**config.mk**
```make
export PLATFORM = sky130hd
export DESIGN_NAME = bf16_add_arbiter
export DESIGN_NICKNAME = d
export VERILOG_FILES = /design/src/rtl/bf16_pkg.sv /design/src/rtl/bf16_add_arbiter_rr_arbiter.sv /design/src/rtl/bf16_add_arbiter.sv
export SDC_FILE = /design/constraint.sdc
export NUM_CORES = 1
export LEC_CHECK = 0
export BUFFER_PORTS_ARGS = -buffer_cell sky130_fd_sc_hd__buf_2
export CAP_MARGIN = 15
export CORE_MARGIN = 2
export CORE_UTILIZATION = 43
export DETAILED_ROUTE_END_ITERATION = 8
export MAX_ROUTING_LAYER = met4
export PLACE_DENSITY = 0.86
export SYNTH_ARGS = -nofsm -noshare
export SYNTH_HDL_FRONTEND = slang
export SYNTH_SLANG_ARGS = --single-unit
```
**constraint.sdc**
```tcl
create_clock -name CLK -period 5.3 [get_ports CLK]
set_input_delay 0.795 -clock CLK [delete_from_list [all_inputs] [get_ports CLK]]
set_output_delay 0.795 -clock CLK [all_outputs]
set_load 0.1 [all_outputs]
```
**src/rtl/bf16_pkg.sv**
```systemverilog
// Shared types and constants for the BF16 adder arbiter.
package bf16_pkg;

  localparam int DATA_W = 16;

  typedef logic [15:0] bf16_t;

  localparam bf16_t BF16_ZERO = 16'h0000;

  typedef enum logic [1:0] {
    RUN   = 2'd0,
    DRAIN = 2'd1,
    DONE  = 2'd2
  } arb_state_t;

endpackage

```
**src/rtl/bf16_add_arbiter_rr_arbiter.sv**
```systemverilog
// Combinational round-robin pick: lowest requesting index at or after the
// pointer, wrapping modulo NUM_REQ. The pointer register lives in the parent.
module rr_arbiter #(
  parameter  int NUM_REQ = 4,
  localparam int ID_W    = (NUM_REQ > 1) ? $clog2(NUM_REQ) : 1
) (
  input  logic [NUM_REQ-1:0] i_req,
  input  logic [ID_W-1:0]    i_ptr,
  output logic [NUM_REQ-1:0] o_grant,
  output logic [ID_W-1:0]    o_idx,
  output logic               o_any
);
  import bf16_pkg::*;

  localparam logic [ID_W:0] NREQ_W = (ID_W + 1)'(NUM_REQ);

  logic [ID_W:0]   w_sum  [NUM_REQ];
  logic [ID_W-1:0] w_cand [NUM_REQ];

  // Candidate k is the requester k positions after the pointer.
  generate
    for (genvar gi = 0; gi < NUM_REQ; gi++) begin : g_cand
      assign w_sum[gi]  = {1'b0, i_ptr} + (ID_W + 1)'(gi);
      assign w_cand[gi] = (w_sum[gi] >= NREQ_W) ? ID_W'(w_sum[gi] - NREQ_W)
                                                : ID_W'(w_sum[gi]);
    end
  endgenerate

  // Scan farthest-first so the nearest requester wins the last assignment.
  always_comb begin
    o_any   = 1'b0;
    o_idx   = '0;
    o_grant = '0;
    for (int k = NUM_REQ - 1; k >= 0; k--) begin
      if (i_req[w_cand[k]]) begin
        o_any = 1'b1;
        o_idx = w_cand[k];
      end
    end
    if (o_any) begin
      o_grant[o_idx] = 1'b1;
    end
  end

endmodule

```
**src/rtl/bf16_add_arbiter.sv**
```systemverilog
// Round-robin front end sharing one pipelined BF16 adder among NUM_REQ
// requesters, with ID tagging and flush/drain. Optional macro: GRANT_COUNT_EN.
module bf16_add_arbiter #(
  parameter  int NUM_REQ     = 4,
  parameter  int ADD_LATENCY = 1,
  parameter  int DATA_W      = 16,
  localparam int ID_W        = (NUM_REQ > 1) ? $clog2(NUM_REQ) : 1
) (
  input  logic                      CLK,
  input  logic                      rst,
  input  logic [NUM_REQ-1:0]        req_valid,
  output logic [NUM_REQ-1:0]        req_ready,
  input  logic [NUM_REQ*DATA_W-1:0] req_a,
  input  logic [NUM_REQ*DATA_W-1:0] req_b,
  output logic [DATA_W-1:0]         add_a,
  output logic [DATA_W-1:0]         add_b,
  input  logic [DATA_W-1:0]         add_o,
  output logic                      rsp_valid,
  output logic [ID_W-1:0]           rsp_id,
  output logic [DATA_W-1:0]         rsp_data,
  input  logic                      flush,
  output logic                      flush_done,
  output logic                      busy
`ifdef GRANT_COUNT_EN
  ,
  output logic [NUM_REQ*16-1:0]     grant_cnt
`endif
);
  import bf16_pkg::*;

  localparam logic [1:0] S_RUN   = RUN;
  localparam logic [1:0] S_DRAIN = DRAIN;
  localparam logic [1:0] S_DONE  = DONE;

  logic [1:0]         r_state;
  logic [1:0]         w_state_next;
  logic [ID_W-1:0]    r_ptr;
  logic [ID_W-1:0]    w_ptr_next;
  bf16_t              r_add_a;
  bf16_t              r_add_b;
  logic [ADD_LATENCY:0] r_tag_v;
  logic [ID_W-1:0]    r_tag_id [ADD_LATENCY+1];

  logic               w_issue_en;
  logic [NUM_REQ-1:0] w_req_masked;
  logic [NUM_REQ-1:0] w_grant;
  logic [ID_W-1:0]    w_idx;
  logic               w_any;
  logic               w_busy;
  logic [DATA_W-1:0]  w_sel_a;
  logic [DATA_W-1:0]  w_sel_b;

  // Flush blocks issue in the very cycle it is raised, as does reset.
  assign w_issue_en   = (r_state == S_RUN) && !flush && !rst;
  assign w_req_masked = req_valid & {NUM_REQ{w_issue_en}};

  rr_arbiter #(
    .NUM_REQ (NUM_REQ)
  ) u_rr_arbiter (
    .i_req   (w_req_masked),
    .i_ptr   (r_ptr),
    .o_grant (w_grant),
    .o_idx   (w_idx),
    .o_any   (w_any)
  );

  assign req_ready  = w_grant;
  assign w_sel_a    = req_a[w_idx*DATA_W +: DATA_W];
  assign w_sel_b    = req_b[w_idx*DATA_W +: DATA_W];
  assign w_ptr_next = (w_idx == ID_W'(NUM_REQ - 1)) ? '0 : w_idx + 1'b1;
  assign w_busy     = |r_tag_v;

  always_comb begin
    w_state_next = r_state;
    case (r_state)
      S_RUN:   if (flush)   w_state_next = S_DRAIN;
      S_DRAIN: if (!w_busy) w_state_next = S_DONE;
      S_DONE:  if (!flush)  w_state_next = S_RUN;
      default:              w_state_next = S_RUN;
    endcase
  end

  // Idle cycles drive zeros so the adder sees deterministic inputs.
  always_ff @(posedge CLK) begin
    if (rst) begin
      r_state <= S_RUN;
      r_ptr   <= '0;
      r_add_a <= BF16_ZERO;
      r_add_b <= BF16_ZERO;
    end else begin
      r_state <= w_state_next;
      if (w_any) begin
        r_ptr   <= w_ptr_next;
        r_add_a <= w_sel_a;
        r_add_b <= w_sel_b;
      end else begin
        r_add_a <= BF16_ZERO;
        r_add_b <= BF16_ZERO;
      end
    end
  end

  // Tag stage 0 lines up with add_a/add_b; the tail lines up with add_o.
  always_ff @(posedge CLK) begin
    if (rst) begin
      for (int s = 0; s <= ADD_LATENCY; s++) begin
        r_tag_v[s]  <= 1'b0;
        r_tag_id[s] <= '0;
      end
    end else begin
      r_tag_v[0]  <= w_any;
      r_tag_id[0] <= w_any ? w_idx : '0;
      for (int s = 1; s <= ADD_LATENCY; s++) begin
        r_tag_v[s]  <= r_tag_v[s-1];
        r_tag_id[s] <= r_tag_id[s-1];
      end
    end
  end

  assign add_a      = r_add_a;
  assign add_b      = r_add_b;
  assign rsp_valid  = r_tag_v[ADD_LATENCY];
  assign rsp_id     = r_tag_id[ADD_LATENCY];
  assign rsp_data   = add_o;
  assign busy       = w_busy;
  assign flush_done = (r_state == S_DONE);

`ifdef GRANT_COUNT_EN
  logic [15:0] r_grant_cnt [NUM_REQ];

  always_ff @(posedge CLK) begin
    for (int i = 0; i < NUM_REQ; i++) begin
      if (rst) begin
        r_grant_cnt[i] <= '0;
      end else if (w_grant[i] && (r_grant_cnt[i] != 16'hFFFF)) begin
        r_grant_cnt[i] <= r_grant_cnt[i] + 16'd1;
      end
    end
  end

  generate
    for (genvar gi = 0; gi < NUM_REQ; gi++) begin : g_cnt_out
      assign grant_cnt[gi*16 +: 16] = r_grant_cnt[gi];
    end
  endgenerate
`endif

endmodule

```
After elaboration in Yosys (flattened, before gate mapping)
Memory sizes are Yosys's and may differ from the RTL's.
Index checks and enable logic that the tools add are counted.
{"block": "op_classes", "bitwise_logic": 4, "add_sub_neg": 8, "muxes": 34, "shifts": 2, "n_reduce_logical": 9, "eq_ne": 6, "order_cmp": 10}
{"op": "64-bit by 7-bit indexed part select with 16-bit output", "count": 2}
{"op": "2-bit two-way mux", "count": 15}
{"op": "2-bit by 3-bit < comparator with 1-bit output (second input constant)", "count": 5}
{"op": "1-bit two-way mux", "count": 12}
{"op": "3-bit >= comparator (second input constant)", "count": 3}
{"op": "1-bit binary-select mux with 2-bit select", "count": 4}
{"op": "2-bit by 1-bit subtractor with 2-bit output (second input constant)", "count": 4}
{"op": "2-bit by 2-bit adder with 3-bit output (second input constant)", "count": 2}
{"op": "2-bit inequality test (second input constant)", "count": 3}
{"op": "2-bit one-hot mux with 3 select lines", "count": 1}
{"op": "4-bit bitwise AND", "count": 1}
{"op": "2-bit equality test (second input constant)", "count": 2}
{"op": "4-bit two-way mux", "count": 1}
{"op": "2-bit OR reduction", "count": 2}
{"op": "2-bit by 1-bit adder with 3-bit output (second input constant)", "count": 1}
{"op": "2-bit by 3-bit >= comparator with 1-bit output (second input constant)", "count": 1}
{"op": "1-bit logical AND", "count": 3}
{"op": "3-bit AND reduction", "count": 1}
{"op": "2-bit by 1-bit adder with 2-bit output (second input constant)", "count": 1}
{"op": "1-bit demux with 2-bit select", "count": 1}
{"op": "2-bit by 1-bit equality test with 1-bit output (second input constant)", "count": 1}
{"op": "2-bit by 1-bit >= comparator with 1-bit output (second input constant)", "count": 1}
{"op": "1-bit zero test", "count": 2}
{"op": "2-bit zero test", "count": 1}
{"op": "other kinds (2)", "count": 3}
{"block": "totals", "reg_bits": 38, "memories": 1, "mem_bits_rw": 4, "out_inout_bits": 57, "word_cells": 79, "inputBits": 151}
{"memory": "r_tag_id", "words": 2, "word_bits": 2, "read_ports": 2, "rd_ports_with_merged_regs": 0, "write_ports": 2, "line": "bf16_add_arbiter.sv:42", "source": "logic [ID_W-1:0] r_tag_id [ADD_LATENCY+1];"}

Logic depth before layout (Yosys ltp)
{"block": "logic_depth", "word_depth": 15, "depth_mapped": 9, "ltp_nobuf": 7}

Cells and area by module
Synthesis repeated with hierarchy kept, for this count alone.
{"block": "unflattened", "hier_cells": 231, "area_unflattened_um2": 2371.0}
{"mod": "bf16_add_arbiter", "cells_each": 198, "seq_area_each_um2": 840.8, "instances": 1, "area_each_um2": 2159.6}
{"mod": "rr_arbiter", "cells_each": 33, "seq_area_each_um2": 0.0, "instances": 1, "area_each_um2": 211.5}

Worst setup path before layout
Ideal clock, no wire load.
{"block": "synth_timing", "path_kind": "in2out", "from": "input port req_valid[0]", "to": "output port req_ready[0]", "path_slack_ps": 84, "path_buffers": 3, "stages": 7, "arrival_time_ps": 4421, "required_time_ps": 4505, "path_cell_list": "a21oi_1 o21ai_1 o2bb2a_1 buf_2 buf_6 buf_6 nor4_1"}
{"block": "synth_via", "elab_chain_len": 12, "elab_cells_between_ends": 23, "cone_classes": "2 x order compare; 19 x mux; 1 x bitwise; 1 x reduce/logical"}
{"item": "start, declared", "line": "bf16_add_arbiter.sv:11", "source": "input logic [NUM_REQ-1:0] req_valid,"}
{"item": "4-bit bitwise AND (*)", "line": "bf16_add_arbiter.sv:55", "source": "assign w_req_masked = req_valid & {NUM_REQ{w_issue_en}};"}
{"item": "1-bit binary-select mux with 2-bit select", "line": "bf16_add_arbiter_rr_arbiter.sv:35", "source": "if (i_req[w_cand[k]]) begin"}
{"item": "1-bit two-way mux (implied by the code)", "line": "bf16_add_arbiter_rr_arbiter.sv:35"}
{"item": "2-bit two-way mux (4 in series)", "line": "bf16_add_arbiter_rr_arbiter.sv:35"}
{"item": "2-bit by 3-bit < comparator with 1-bit output (implied by the code) / 2-bit by 1-bit >= comparator with 1-bit output (equally long branches)", "line": "bf16_add_arbiter_rr_arbiter.sv:41", "source": "o_grant[o_idx] = 1'b1;"}
{"item": "1-bit logical AND (implied by the code)", "line": "bf16_add_arbiter_rr_arbiter.sv:41"}
{"item": "1-bit two-way mux (implied by the code)", "line": "bf16_add_arbiter_rr_arbiter.sv:41"}
{"item": "1-bit demux with 2-bit select"}
{"item": "4-bit two-way mux (*)", "line": "bf16_add_arbiter_rr_arbiter.sv:40", "source": "if (o_any) begin"}
{"item": "end, declared", "line": "bf16_add_arbiter.sv:12", "source": "output logic [NUM_REQ-1:0] req_ready,"}
Mark *: on every way between the ends. The rest lies on a longest branch, timed or not. The select of a mux whose other input is x is not followed.

Worst setup path after layout
{"block": "layout_timing", "from": "input port flush", "to": "output port req_ready[3]"}
{"block": "layout_via", "elab_chain_len": 15, "elab_cells_between_ends": 26, "cone_classes": "2 x order compare; 19 x mux; 1 x bitwise; 4 x reduce/logical"}
{"item": "start, declared", "line": "bf16_add_arbiter.sv:21", "source": "input logic flush,"}
{"item": "1-bit zero test (*)"}
{"item": "1-bit logical AND (*) (2 in series)", "line": "bf16_add_arbiter.sv:54", "source": "assign w_issue_en = (r_state == S_RUN) && !flush && !rst;"}
{"item": "4-bit bitwise AND (*)", "line": "bf16_add_arbiter.sv:55"}
{"item": "1-bit binary-select mux with 2-bit select", "line": "bf16_add_arbiter_rr_arbiter.sv:35"}
{"item": "1-bit two-way mux (implied by the code)", "line": "bf16_add_arbiter_rr_arbiter.sv:35"}
{"item": "2-bit two-way mux (4 in series)", "line": "bf16_add_arbiter_rr_arbiter.sv:35"}
{"item": "2-bit by 3-bit < comparator with 1-bit output (implied by the code) / 2-bit by 1-bit >= comparator with 1-bit output (equally long branches)", "line": "bf16_add_arbiter_rr_arbiter.sv:41"}
{"item": "1-bit logical AND (implied by the code)", "line": "bf16_add_arbiter_rr_arbiter.sv:41"}
{"item": "1-bit two-way mux (implied by the code)", "line": "bf16_add_arbiter_rr_arbiter.sv:41"}
{"item": "1-bit demux with 2-bit select"}
{"item": "4-bit two-way mux (*)", "line": "bf16_add_arbiter_rr_arbiter.sv:40"}
Marks and branches as above.

==> impl_metrics.tcl <==
set metrics [dict create \
    required_ns 4.51 \
    layout-drive-gt1-share_pct 44.42 \
    drc 0 \
    r2r_setup_slack_ns 2.96 \
    dpl.hpwl_um 5663 \
    clk_latency_ns 0.29 \
    finalHoldViolations 0 \
    hold_path.class "flip-flop to flip-flop" \
    worstSetupEndpointType "output port" \
    fmax_mhz 285.9 \
    tns_ns 0 \
    n_fill_cell 543 \
    hold_path_end "r_tag_id[0][2]$_SDFF_PP0_" \
    rsz0062_at_grt "no" \
    cts_hold_buf 0 \
    leakage_nw 1.729 \
    hold_slack_ns 0.4435 \
    die-area_mm2 0.006822 \
    drt_iter0_markers 46 \
    hold_depth 1 \
    clock_path_buffers 2 \
    cts-buffers-inserted 5 \
    setup_violations 0 \
    power_density_mw_per_mm2 268.7 \
    dp_cells 498 \
    first_pass_iters 4 \
    slew_headroom_pct 57.75 \
    ios 208 \
    die_h_um 82.60 \
    antennaDiodeCount 0 \
    rr_startpoint "r_ptr[1]$_SDFFE_PP0P_" \
    synth_nets 438 \
    min_from "r_tag_id[0][0]$_SDFF_PP0_" \
    io_buffers 175 \
    cts_tree "done" \
    area_delta_synth_final_pct 30.71 \
    clock_skew_ns 0.006205 \
    cp-start-kind "input pin" \
    worst_pin_slew_ns 0.6337 \
    wl_per_cell_um 14.02 \
    grt_pass1_vias 2246 \
    crit_fanout 37 \
    yosys_warnings 0 \
    grt-ovfl-total 0 \
    dr_total_vias 2517 \
    antenna_found_initial 0 \
    synth_cells 286 \
    status "complete, no violations" \
    final_cell_mix "buf_2 (175), nor2b_1 (68), mux2i_1 (66), dfxtp_1 (42), o22ai_1 (32)" \
    post_cts_buffers 0 \
    coreArea_mm2 0.005956 \
    synth_cell_types 29 \
    cts.sinks 42 \
    slew_viol_final 0 \
    place.gp.congestion 0.7427 \
    cts_max_level 2 \
    fin_crit_ns 3.498 \
    start_util_pct 44.60 \
    avgViaCountPerCell 4.984 \
    std_cell_rows 28 \
    netlist_area_mm2 0.002656 \
    period_share_pct 65.99 \
    synth-seq-cells 42 \
    chipWidth_um 82.60 \
    cts_root_buf "clkbuf_8" \
    cap_viol_max_count 0 \
    r2r-end "add_b[2]$_SDFF_PP0_" \
    cp.arrival_ns 2.70 \
    synth_area_per_cell_um2 9.288 \
    cts_resized 0 \
    cts.clk_slew.worst_paths_ns 0.07 \
    postRouteAntennaNets 0 \
    rr_worst_depth 6 \
    final_common_cell "buf_2" \
    grt_pass1_wl_um 9963 \
    seq_area_frac_synth_pct 31.65 \
    wl_um 7080 \
    final_cells 505 \
    grt_start_max_net_pins 67 \
    layout.nets 582 \
    ir_drop_mv 0.1308 \
    critical_path_class "input pin to output port" \
    grt_usage_pct 19.83 \
]
-- worst max-delay path by stage --
| stage | from | to | cells past startpoint | slack [ns] |
|---|---|---|---|---|
| floorplan | req_valid[0] | req_ready[0] | 7 | 0.08 |
| global placement | rst | req_ready[3] | 8 | 1.84 |
| detailed placement | req_valid[3] | req_ready[3] | 8 | 1.79 |
| CTS | req_valid[3] | req_ready[3] | 8 | 1.79 |
| global route | req_valid[3] | req_ready[3] | 8 | 1.67 |
| finish | flush | req_ready[3] | 8 | 1.80 |
-- per-layer routing --
layer / GRT usage [%] / vias to the layer above / share of wire, %
li1: - / 1262 / -
met1: 20.11 / 1118 / 38
met2: 37.26 / 124 / 53
met3: 4.783 / 13 / 7.7
met4: 6.393 / 0 / 1.6
met5: - / - / 0
-- cells in the mapped netlist (all sizes together) --
cell | instances | area share, %
nor2 | 10 | 1.8
o2bb2a | 1 | 0.38
o21ai | 2 | 0.38
dfxtp | 42 | 32
o22ai | 32 | 7.5
nor2b | 68 | 16
a2111oi | 1 | 0.33
and2 | 3 | 0.71
a22oi | 1 | 0.28
buf | 34 | 11
clkbuf | 7 | 0.99
nor4 | 3 | 0.94
or4 | 1 | 0.42
a21oi | 3 | 0.57
nor3 | 1 | 0.19
nand2 | 1 | 0.24
and3 | 2 | 0.47
ha | 1 | 0.47
mux2i | 66 | 25
inv | 5 | 0.71
nand2b | 2 | 0.47
-- worst max-delay path, stage by stage --
cell     delay [ns]
buf_2          0.12
nor2_2         0.12
nand2_2        0.09
or4_4          0.75
inv_1          0.15
ha_1           0.14
and2_1         0.10
buf_2          0.42
-- state kept, by name (all words and copies together), names as in the netlist --
register	cells
r_tag_v	2
r_ptr	2
r_state	2
add_b	16
add_a	16
r_tag_id	4
-- logic make-up (layout without fill, tap and decap cells) --
family	after synthesis	in the layout	share of synthesized area, %
AO/OA/AOI/OAI	40	40	9.467
adder cells (fa/ha/maj)	1	1	0.4710
buffers and inverters	46	190	12.29
flip-flops	42	42	31.65
multiplexers	66	66	24.87
AND/OR/NAND/NOR	91	91	21.24
-- report_power, final --
part | internal [mW] | switching [mW]
Clock | 0.151 | 0.102
Combinational | 0.108 | 0.228
Sequential | 0.336 | 0.00826
-- stage by stage --
step,setup WS (ns),area [um^2],total power [mW],utilization [%]
after CTS,1.794,3472,0.9425,58.30
after global routing,1.668,3472,0.9738,58.30
after global placement,1.837,3359,0.6820,56.41
after detailed placement,1.792,3359,0.6888,56.41
final,1.802,3472,0.9330,58.30
after floorplan,0.08378,2656,0.6657,-
-- area by class of cell --
| class | instances | area, um^2 | share of cell area [%] |
|---|---|---|---|
| Multi-Input combinational cell | 198 | 1508 | 43.42 |
| Tap cell | 75 | 93.84 | 2.703 |
| Sequential cell | 42 | 840.8 | 24.22 |
| Clock inverter | 1 | 30.03 | 0.8649 |
| Inverter | 5 | 18.77 | 0.5405 |
| Clock buffer | 6 | 82.58 | 2.378 |
| Timing Repair Buffer | 178 | 898.4 | 25.87 |
Note: power is estimated with default switching activity, not from simulation.
